--- config.mk ---
export PLATFORM = sky130hd
export DESIGN_NAME = i2c_slave_regfile
export DESIGN_NICKNAME = d
export VERILOG_FILES = /design/src/rtl/i2c_slave_regfile.sv
export SDC_FILE = /design/constraint.sdc
export NUM_CORES = 1
export LEC_CHECK = 0
export BUFFER_PORTS_ARGS = -buffer_cell sky130_fd_sc_hd__buf_2
export CAP_MARGIN = 20
export CELL_PAD_IN_SITES_DETAIL_PLACEMENT = 0
export CELL_PAD_IN_SITES_GLOBAL_PLACEMENT = 1
export CORE_MARGIN = 2
export CORE_UTILIZATION = 42
export CTS_CLUSTER_SIZE = 10
export DETAILED_ROUTE_END_ITERATION = 8
export HOLD_SLACK_MARGIN = 0.06
export PLACE_DENSITY = 0.84
export SLEW_MARGIN = 10
export SYNTH_ARGS = -nofsm -noshare
export SYNTH_HDL_FRONTEND = slang
export SYNTH_SLANG_ARGS = --single-unit
export TNS_END_PERCENT = 10
--- constraint.sdc ---
create_clock -name clk -period 2.16 [get_ports clk]
set_clock_uncertainty 0.05 [all_clocks]
set_input_delay 0.216 -clock clk [delete_from_list [all_inputs] [get_ports clk]]
set_output_delay 0.216 -clock clk [all_outputs]
set_load 0.05 [all_outputs]
--- src/rtl/i2c_slave_regfile.sv ---
// I2C slave with a byte-wide register file, running entirely on the system clock.
// SCL/SDA are oversampled through 2-FF synchronisers; START/STOP and SCL edges are
// detected from the synchronised samples and their one-cycle history.
//
// Ports:
//   clk        system clock (>= 10x SCL)
//   rst_n      asynchronous active-low reset
//   scl_i      SCL pad input (asynchronous)
//   sda_i      SDA pad input (asynchronous)
//   sda_oe     1 = pull SDA low, 0 = release
//   regs_flat  register file, register k at bits [8k+7:8k]
//   wr_strobe  one-clk pulse when a data byte is written
//   wr_index   register index written, valid with wr_strobe
//   busy       high from START until STOP
//   stop_seen  one-clk pulse on STOP
module i2c_slave_regfile #(
    parameter logic [6:0]  SLAVE_ADDR = 7'h06,
    parameter int unsigned REG_DEPTH  = 8,
    localparam int unsigned PTR_W     = (REG_DEPTH > 2) ? $clog2(REG_DEPTH) : 1
) (
    input  logic                   clk,
    input  logic                   rst_n,
    input  logic                   scl_i,
    input  logic                   sda_i,
    output logic                   sda_oe,
    output logic [8*REG_DEPTH-1:0] regs_flat,
    output logic                   wr_strobe,
    output logic [PTR_W-1:0]       wr_index,
    output logic                   busy,
    output logic                   stop_seen
);

    typedef enum logic [3:0] {
        StIdle, StAddr, StAddrAck, StPtr, StPtrAck,
        StWdata, StWdataAck, StRdata, StRdataAck, StIgnore
    } state_e;

    state_e           state_q, state_d;
    logic [2:0]       bit_cnt_q, bit_cnt_d;
    logic [7:0]       shreg_q, shreg_d;
    logic [PTR_W-1:0] ptr_q, ptr_d, ptr_inc;
    logic             sda_oe_q, sda_oe_d;
    logic             busy_q, busy_d;
    logic             stop_q, stop_d;
    logic             wr_en_q, wr_en_d;
    logic [PTR_W-1:0] wr_idx_q, wr_idx_d;
    logic [7:0]       regs_q [REG_DEPTH];

    logic [1:0] scl_sync_q, sda_sync_q;
    logic       scl_hist_q, sda_hist_q;
    logic       scl_s, sda_s, scl_rise, scl_fall, start_det, stop_det;
    logic [7:0] rx_byte;
    logic       ptr_ok;

    assign scl_s     = scl_sync_q[1];
    assign sda_s     = sda_sync_q[1];
    assign scl_rise  = scl_s & ~scl_hist_q;
    assign scl_fall  = ~scl_s & scl_hist_q;
    // SCL must be high in both samples, so a simultaneous SCL/SDA change is data
    assign start_det = scl_s & scl_hist_q & sda_hist_q & ~sda_s;
    assign stop_det  = scl_s & scl_hist_q & ~sda_hist_q & sda_s;

    assign rx_byte = {shreg_q[6:0], sda_s};
    assign ptr_ok  = {1'b0, rx_byte} < 9'(REG_DEPTH);
    assign ptr_inc = (ptr_q == PTR_W'(REG_DEPTH - 1)) ? '0 : ptr_q + PTR_W'(1);

    always_comb begin
        state_d   = state_q;
        bit_cnt_d = bit_cnt_q;
        shreg_d   = shreg_q;
        ptr_d     = ptr_q;
        sda_oe_d  = sda_oe_q;
        busy_d    = busy_q;
        stop_d    = 1'b0;
        wr_en_d   = 1'b0;
        wr_idx_d  = wr_idx_q;
        if (start_det) begin
            state_d   = StAddr;
            bit_cnt_d = '0;
            sda_oe_d  = 1'b0;
            busy_d    = 1'b1;
        end else if (stop_det) begin
            state_d   = StIdle;
            bit_cnt_d = '0;
            sda_oe_d  = 1'b0;
            busy_d    = 1'b0;
            stop_d    = 1'b1;
        end else begin
            case (state_q)
                StAddr, StPtr, StWdata: begin
                    if (scl_rise) begin
                        shreg_d   = rx_byte;
                        bit_cnt_d = bit_cnt_q + 3'd1;
                        if (bit_cnt_q == 3'd7) begin
                            bit_cnt_d = '0;
                            if (state_q == StAddr) begin
                                state_d = (rx_byte[7:1] == SLAVE_ADDR) ? StAddrAck : StIgnore;
                            end else if (state_q == StPtr) begin
                                if (ptr_ok) begin
                                    ptr_d   = rx_byte[PTR_W-1:0];
                                    state_d = StPtrAck;
                                end else begin
                                    state_d = StIgnore;
                                end
                            end else begin
                                wr_en_d  = 1'b1;
                                wr_idx_d = ptr_q;
                                state_d  = StWdataAck;
                            end
                        end
                    end
                end
                // sda_oe doubles as the ACK-slot phase: first fall drives, second releases
                StAddrAck, StPtrAck, StWdataAck: begin
                    if (scl_fall) begin
                        if (!sda_oe_q) begin
                            sda_oe_d = 1'b1;
                        end else begin
                            sda_oe_d  = 1'b0;
                            bit_cnt_d = '0;
                            if (state_q == StAddrAck) begin
                                if (shreg_q[0]) begin
                                    state_d  = StRdata;
                                    shreg_d  = regs_q[ptr_q];
                                    sda_oe_d = ~regs_q[ptr_q][7];
                                end else begin
                                    state_d = StPtr;
                                end
                            end else begin
                                state_d = StWdata;
                                if (state_q == StWdataAck) ptr_d = ptr_inc;
                            end
                        end
                    end
                end
                StRdata: begin
                    if (scl_fall) begin
                        if (bit_cnt_q == 3'd7) begin
                            sda_oe_d  = 1'b0;
                            bit_cnt_d = '0;
                            state_d   = StRdataAck;
                        end else begin
                            shreg_d   = {shreg_q[6:0], 1'b0};
                            sda_oe_d  = ~shreg_q[6];
                            bit_cnt_d = bit_cnt_q + 3'd1;
                        end
                    end
                end
                // Entered on a fall, so the next fall always follows the ACK rise
                StRdataAck: begin
                    if (scl_rise) begin
                        ptr_d = ptr_inc;
                        if (sda_s) state_d = StIgnore;
                    end else if (scl_fall) begin
                        state_d   = StRdata;
                        bit_cnt_d = '0;
                        shreg_d   = regs_q[ptr_q];
                        sda_oe_d  = ~regs_q[ptr_q][7];
                    end
                end
                default: begin
                    sda_oe_d = 1'b0;
                end
            endcase
        end
    end

    always_ff @(posedge clk or negedge rst_n) begin
        if (!rst_n) begin
            scl_sync_q <= 2'b11;
            sda_sync_q <= 2'b11;
            scl_hist_q <= 1'b1;
            sda_hist_q <= 1'b1;
            state_q    <= StIdle;
            bit_cnt_q  <= '0;
            shreg_q    <= '0;
            ptr_q      <= '0;
            sda_oe_q   <= 1'b0;
            busy_q     <= 1'b0;
            stop_q     <= 1'b0;
            wr_en_q    <= 1'b0;
            wr_idx_q   <= '0;
            for (int k = 0; k < int'(REG_DEPTH); k++) regs_q[k] <= '0;
        end else begin
            scl_sync_q <= {scl_sync_q[0], scl_i};
            sda_sync_q <= {sda_sync_q[0], sda_i};
            scl_hist_q <= scl_sync_q[1];
            sda_hist_q <= sda_sync_q[1];
            state_q    <= state_d;
            bit_cnt_q  <= bit_cnt_d;
            shreg_q    <= shreg_d;
            ptr_q      <= ptr_d;
            sda_oe_q   <= sda_oe_d;
            busy_q     <= busy_d;
            stop_q     <= stop_d;
            wr_en_q    <= wr_en_d;
            wr_idx_q   <= wr_idx_d;
            if (wr_en_d) regs_q[wr_idx_d] <= rx_byte;
        end
    end

    for (genvar k = 0; k < int'(REG_DEPTH); k++) begin : g_flat
        assign regs_flat[8*k +: 8] = regs_q[k];
    end

    assign sda_oe    = sda_oe_q;
    assign wr_strobe = wr_en_q;
    assign wr_index  = wr_idx_q;
    assign busy      = busy_q;
    assign stop_seen = stop_q;

endmodule

Word-level counts from Yosys, hierarchy flattened:

Cells that the tools add are included.

* add/subtract/negate cells: 2
* $lt $le $gt $ge: 4
* equality and inequality tests: 38
* multiplexer cells: 85
* bitwise operators: 17
* reductions and logical operators: 13

Operators with widths (number)
* two-way mux 3 bit: 28
* bitwise mux 64 bit: 1
* two-way mux 4 bit: 16
* two-way mux 7 bit: 9
* != test 2 bit, second input constant: 16
* != test 4 bit, second input constant: 8
* case mux 7 bit (4 select lines): 1
* binary-select mux 8 bit (select 3 bit): 1
* demux 8 bit (select 3 bit): 1
* two-way mux 8 bit: 3
* two-way mux 1 bit: 21
* equality test 4 x 3 -> 1 bit, second input constant: 4
* case mux 4 bit (4 select lines): 1
* AND reduction 13 bit: 1
* case mux 3 bit (4 select lines): 1
* AND reduction 12 bit: 1
* AND reduction 11 bit: 1
* != test 5 bit, second input constant: 2
* case mux 3 bit (3 select lines): 1
* AND reduction 9 bit: 1
* equality test 4 x 2 -> 1 bit, second input constant: 2
* greater-or-equal comparator 4 bit, second input constant: 2
* less-than comparator 8 x 4 -> 1 bit, second input constant: 1
* inverter 1 bit: 8
* 18 further kinds: 28

* bits in registers: 94
* input bits: 4
* output and inout port bits: 71
* word-level logic and storage cells: 181

Logic depth before layout (Yosys ltp):

* depth in word-level cells: 14
* depth in mapped cells: 8
* gate-level depth less buffers: 7

Worst setup path before layout:

Ideal clock, no wire load.

* kind: register to register
* start point: register sda_oe_q, in the netlist sda_oe
* end point: register shreg_q[1]
* setup time: 0.125 ns
* arrival time: 2.145 ns
* required time: 1.985 ns
* slack: -0.159 ns
* cell stages (with the launch flop): 6
* buffers on the path: 0
* period minus slack after synthesis: 2.319 ns
* path through: dfrtp_1 a21oi_1 a2111oi_4 o22ai_4 nor4_4 mux2_2

* word-level cells in the longest chain between the ends: 2

RTL lines
* start, declared: line 42 `logic sda_oe_q, sda_oe_d;`
* start signal, assigned: line 193 `sda_oe_q <= sda_oe_d;`
* != test 2 bit (no source line)
* AND reduction 12 bit (no source line)
* end signal, assigned: line 191 `shreg_q <= shreg_d;`
* end, declared: line 40 `logic [7:0] shreg_q, shreg_d;`

No other way between the ends.
A chain may end at the register's enable or synchronous reset.

Worst setup path in the final report:

* start point: register scl_hist_q
* end point: register shreg_q[6]

* word-level cells in the longest chain between the ends: 5
* elaborated cells on any way between the ends: 16
* those cells by class: eq/ne (5); bitwise (10); reduce/logical (1)

RTL lines
* start, declared: line 50 `logic scl_hist_q, sda_hist_q;`
* start signal, assigned: line 187 `scl_hist_q <= scl_sync_q[1];`
* bitwise AND 1 bit: line 60, 61
* bitwise AND 1 bit, on equally long branches (2 in series): line 61, 60
* inverter 1 bit (no source line)
* AND reduction 12 bit (no source line) (*)

Every way passes the cells marked *; elsewhere a longest branch is shown, timed or not.

==> impl_results.md <==
* Core Footprint at 11300 sq um
* Rows at 39
* Detailed Routing Iterations Pass 1 at 5
* CTS Root Cell: clkbuf_16
* Max_slew headroom at 61.7%
* Total Wirelength at 12.6 mm
* Peak supply drop at 0.000611 V
* RSZ-0062 raised after global routing: yes
* Tmin final at 2.20 ns
* Largest net degree at the start of global routing at 45
* Routability congestion estimate at 0.923
* Vias in the first global route at 3751
* Detail Placement HPWL at 9.10 mm
* Syn Inst Count at 371
* Setup crit start kind: register
* Ys Warns at 0
* Die area at 12400 sq um
* Layout cells sized above 1 at 56.7%
* Multi-input logic area at 2430 sq um
* Initial antenna violation count at 0
* Place WS at -0.124 ns
* Initial Util at 42.7%
* DR vias/cell at 5.58
* Die Ht at 111 um
* Final setup fails at 7
* Placed insts at 621
* Ys async rst share at 100%
* Nets at 505
* # diodes at 0
* Mapped Area at 4830 sq um
* Syn Area/Cell at 13.0 sq um
* Commonest non-fill, non-tap cells in the layout: dfrtp_1 (86), buf_2 (73), mux2_2 (71), buf_4 (55), nand2_1 (18)
* EDFF count, synth at 0
* Global Route Usage Sum at 21.1%
* Pwr/cell area at 1040 nW/um^2
* Status: complete, but fails checks
* Via count at 3583
* Reg area at 2360 sq um
* Crit Path Class: reg2reg
* Seq/Total Area, Yosys at 48.9%
* CTS tree: done
* Hold Vio Cnt, Final at 0
* Most common cell after layout, fill and taps aside: dfrtp_1
* Port Buffers at 74
* Min-delay worst type: reg2reg
* Die W at 111 um
* DRC violation total after the first TritonRoute iteration at 146
* DR WL/cell at 19.6 um
* Syn_nets at 382
* Remaining Overflow, GRT at 0
* Synth Flop Type: dfrtp_1
* Antenna Nets Post-Route at 0
* Max-slew violation count at 0
* First-pass GRT wire length at 20.7 mm
* Worst Setup Slack, final at -0.0362 ns
* Crit share post-route at 102%
* Failing checks: setup timing
* Clk slew on worst S/H paths at 0.06 ns
* CTS max path bufs at 2
* Area growth syn-to-layout at 28.8%
* Crit path DAT at 2.37 ns
* Yosys cell types at 62
* Yosys reg bits at 94
* # fillers at 955
* I/O pin count at 75
* # DRC at 0
* TritonCTS buffer count at 9
* Clk_lat worst skew at 0.34 ns
* Maxcap violations at 0
* Max Clk Rate at 455 MHz
* Total leakage power at 3.12 nW
* WP data required at 2.33 ns
* Slew @ Worst Pin at 0.575 ns
* Clock Sinks at 94
* CTS H-tree lvls at 3
* Fin cells at 642
* CP endpoint kind: register
* CP Max Fanout at 6
==> power breakdown <==
group / leakage [nW] / internal, W / switching, W / total [W]
combinational: 1.71 / 0.00137 / 0.00155 / 0.00291
clock: 0.136 / 0.000779 / 0.000674 / 0.00145
sequential: 1.27 / 0.00192 / 0.000183 / 0.00210
total: 3.12 / 0.00407 / 0.00240 / 0.00647
==> path summary, 6_finish.rpt <==
kind | from | to | slack (ns) | depth (start not counted)
max | scl_hist_q$_DFF_PN1_ | shreg_q[6]$_DFFE_PN0P_ | -0.04 | 7
min | sda_sync_q[0]$_DFF_PN1_ | sda_sync_q[1]$_DFF_PN1_ | 0.31 | 0
max reg2reg | scl_hist_q$_DFF_PN1_ | shreg_q[6]$_DFFE_PN0P_ | -0.04 | 7
min reg2reg | sda_sync_q[0]$_DFF_PN1_ | sda_sync_q[1]$_DFF_PN1_ | 0.31 | 0
max in group asynchronous | rst_n | regs_flat[26]$_DFFE_PN0P_ | 0.98 | 3
min in group asynchronous | rst_n | regs_flat[28]$_DFFE_PN0P_ | 0.37 | 2
==> stage by stage <==
step                      cell area [sq um]  utilization [%]  power (W)  TNS (ns)  hold slack (ns)
after floorplan                        4880                -    0.00385    -0.505           -0.130
after global placement                 5800             51.3    0.00475     -1.55            0.189
after detailed placement               5800             51.3    0.00480     -2.49            0.207
after CTS                              6160             54.4    0.00637    -0.381            0.314
after global routing                   6220             55.0    0.00679     -2.88            0.322
final                                  6220             55.0    0.00647    -0.166            0.311
==> routing by layer <==
metal	share of wire, %	vias to the layer above	GRT usage [%]
li1	-	1625	-
met3	4.9	16	3.17
met4	1.5	0	5.93
met5	0	-	0
met2	49	109	34.8
met1	44	1833	29.1
==> worst max-delay path: stages, from the launching register on <==
cell       delay, ns
dfstp_2         0.57
ha_4            0.17
inv_4           0.04
a2111oi_4       0.41
o22ai_4         0.15
nor4_4          0.17
buf_6           0.19
mux2_4          0.31
==> registers in the layout, summed over array words and instances, names as in the netlist <==
name	flops
bit_cnt_q	3
busy	1
ptr_q	3
regs_flat	64
scl_hist_q	1
scl_sync_q	2
sda_hist_q	1
sda_oe	1
sda_sync_q	2
shreg_q	7
state_q	4
stop_seen	1
wr_index	3
wr_strobe	1
==> logic make-up (layout without fill, tap and decap cells) <==
kind of cell / after synthesis / in the layout / share of synthesized area, %
AOI/OAI and AO/OA: 61 / 61 / 9.64
xor gates and xnor gates: 1 / 1 / 0.181
adders and majority gates: 7 / 7 / 1.81
buffers and inverters: 37 / 165 / 3.50
DFF: 94 / 94 / 48.9
muxes: 100 / 100 / 27.0
and+or+nand+nor: 71 / 71 / 8.99
==> area by class of cell <==
type,instances,share of cell area (%)
Multi-Input combinational cell,240,39.0
Clock inverter,6,0.603
Inverter,8,0.523
Clock buffer,10,3.68
Tap cell,143,2.88
Sequential cell,94,38.0
Timing Repair Buffer,141,15.4
==> cell usage after synthesis, types with 2 or more instances <==
cell type / count / area (sq um)
dfrtp_1: 88 / 2200
mux2_2: 78 / 878
nand2_1: 18 / 67.6
a21oi_1: 17 / 85.1
clkbuf_1: 16 / 60.1
mux4_2: 16 / 360
o21ai_0: 12 / 60.1
buf_2: 9 / 45.0
nand3_1: 9 / 45.0
inv_1: 8 / 30.0
nor2b_1: 8 / 50.1
a22o_1: 7 / 61.3
ha_1: 7 / 87.6
dfstp_2: 6 / 158
mux2_1: 5 / 56.3
nor4_1: 4 / 25.0
nand2b_1: 3 / 18.8
nand3b_1: 3 / 22.5
nor2_1: 3 / 11.3
or3_1: 3 / 18.8
a21boi_0: 2 / 15.0
and2_1: 2 / 12.5
buf_6: 2 / 22.5
nand4_1: 2 / 12.5
nor3_1: 2 / 10.0
o211ai_1: 2 / 15.0
o22a_1: 2 / 17.5
o31a_1: 2 / 17.5
or4_1: 2 / 15.0
==> what timing repair did <==
item,4_1_cts,5_1_grt
hold endpoints to repair,41,0
gates resized for setup,14,14
endpoints found under the setup margin,50,74
setup buffers,2,0
pin swaps,5,6
hold buffers,3,0
Note: power is estimated with default switching activity, not from simulation.
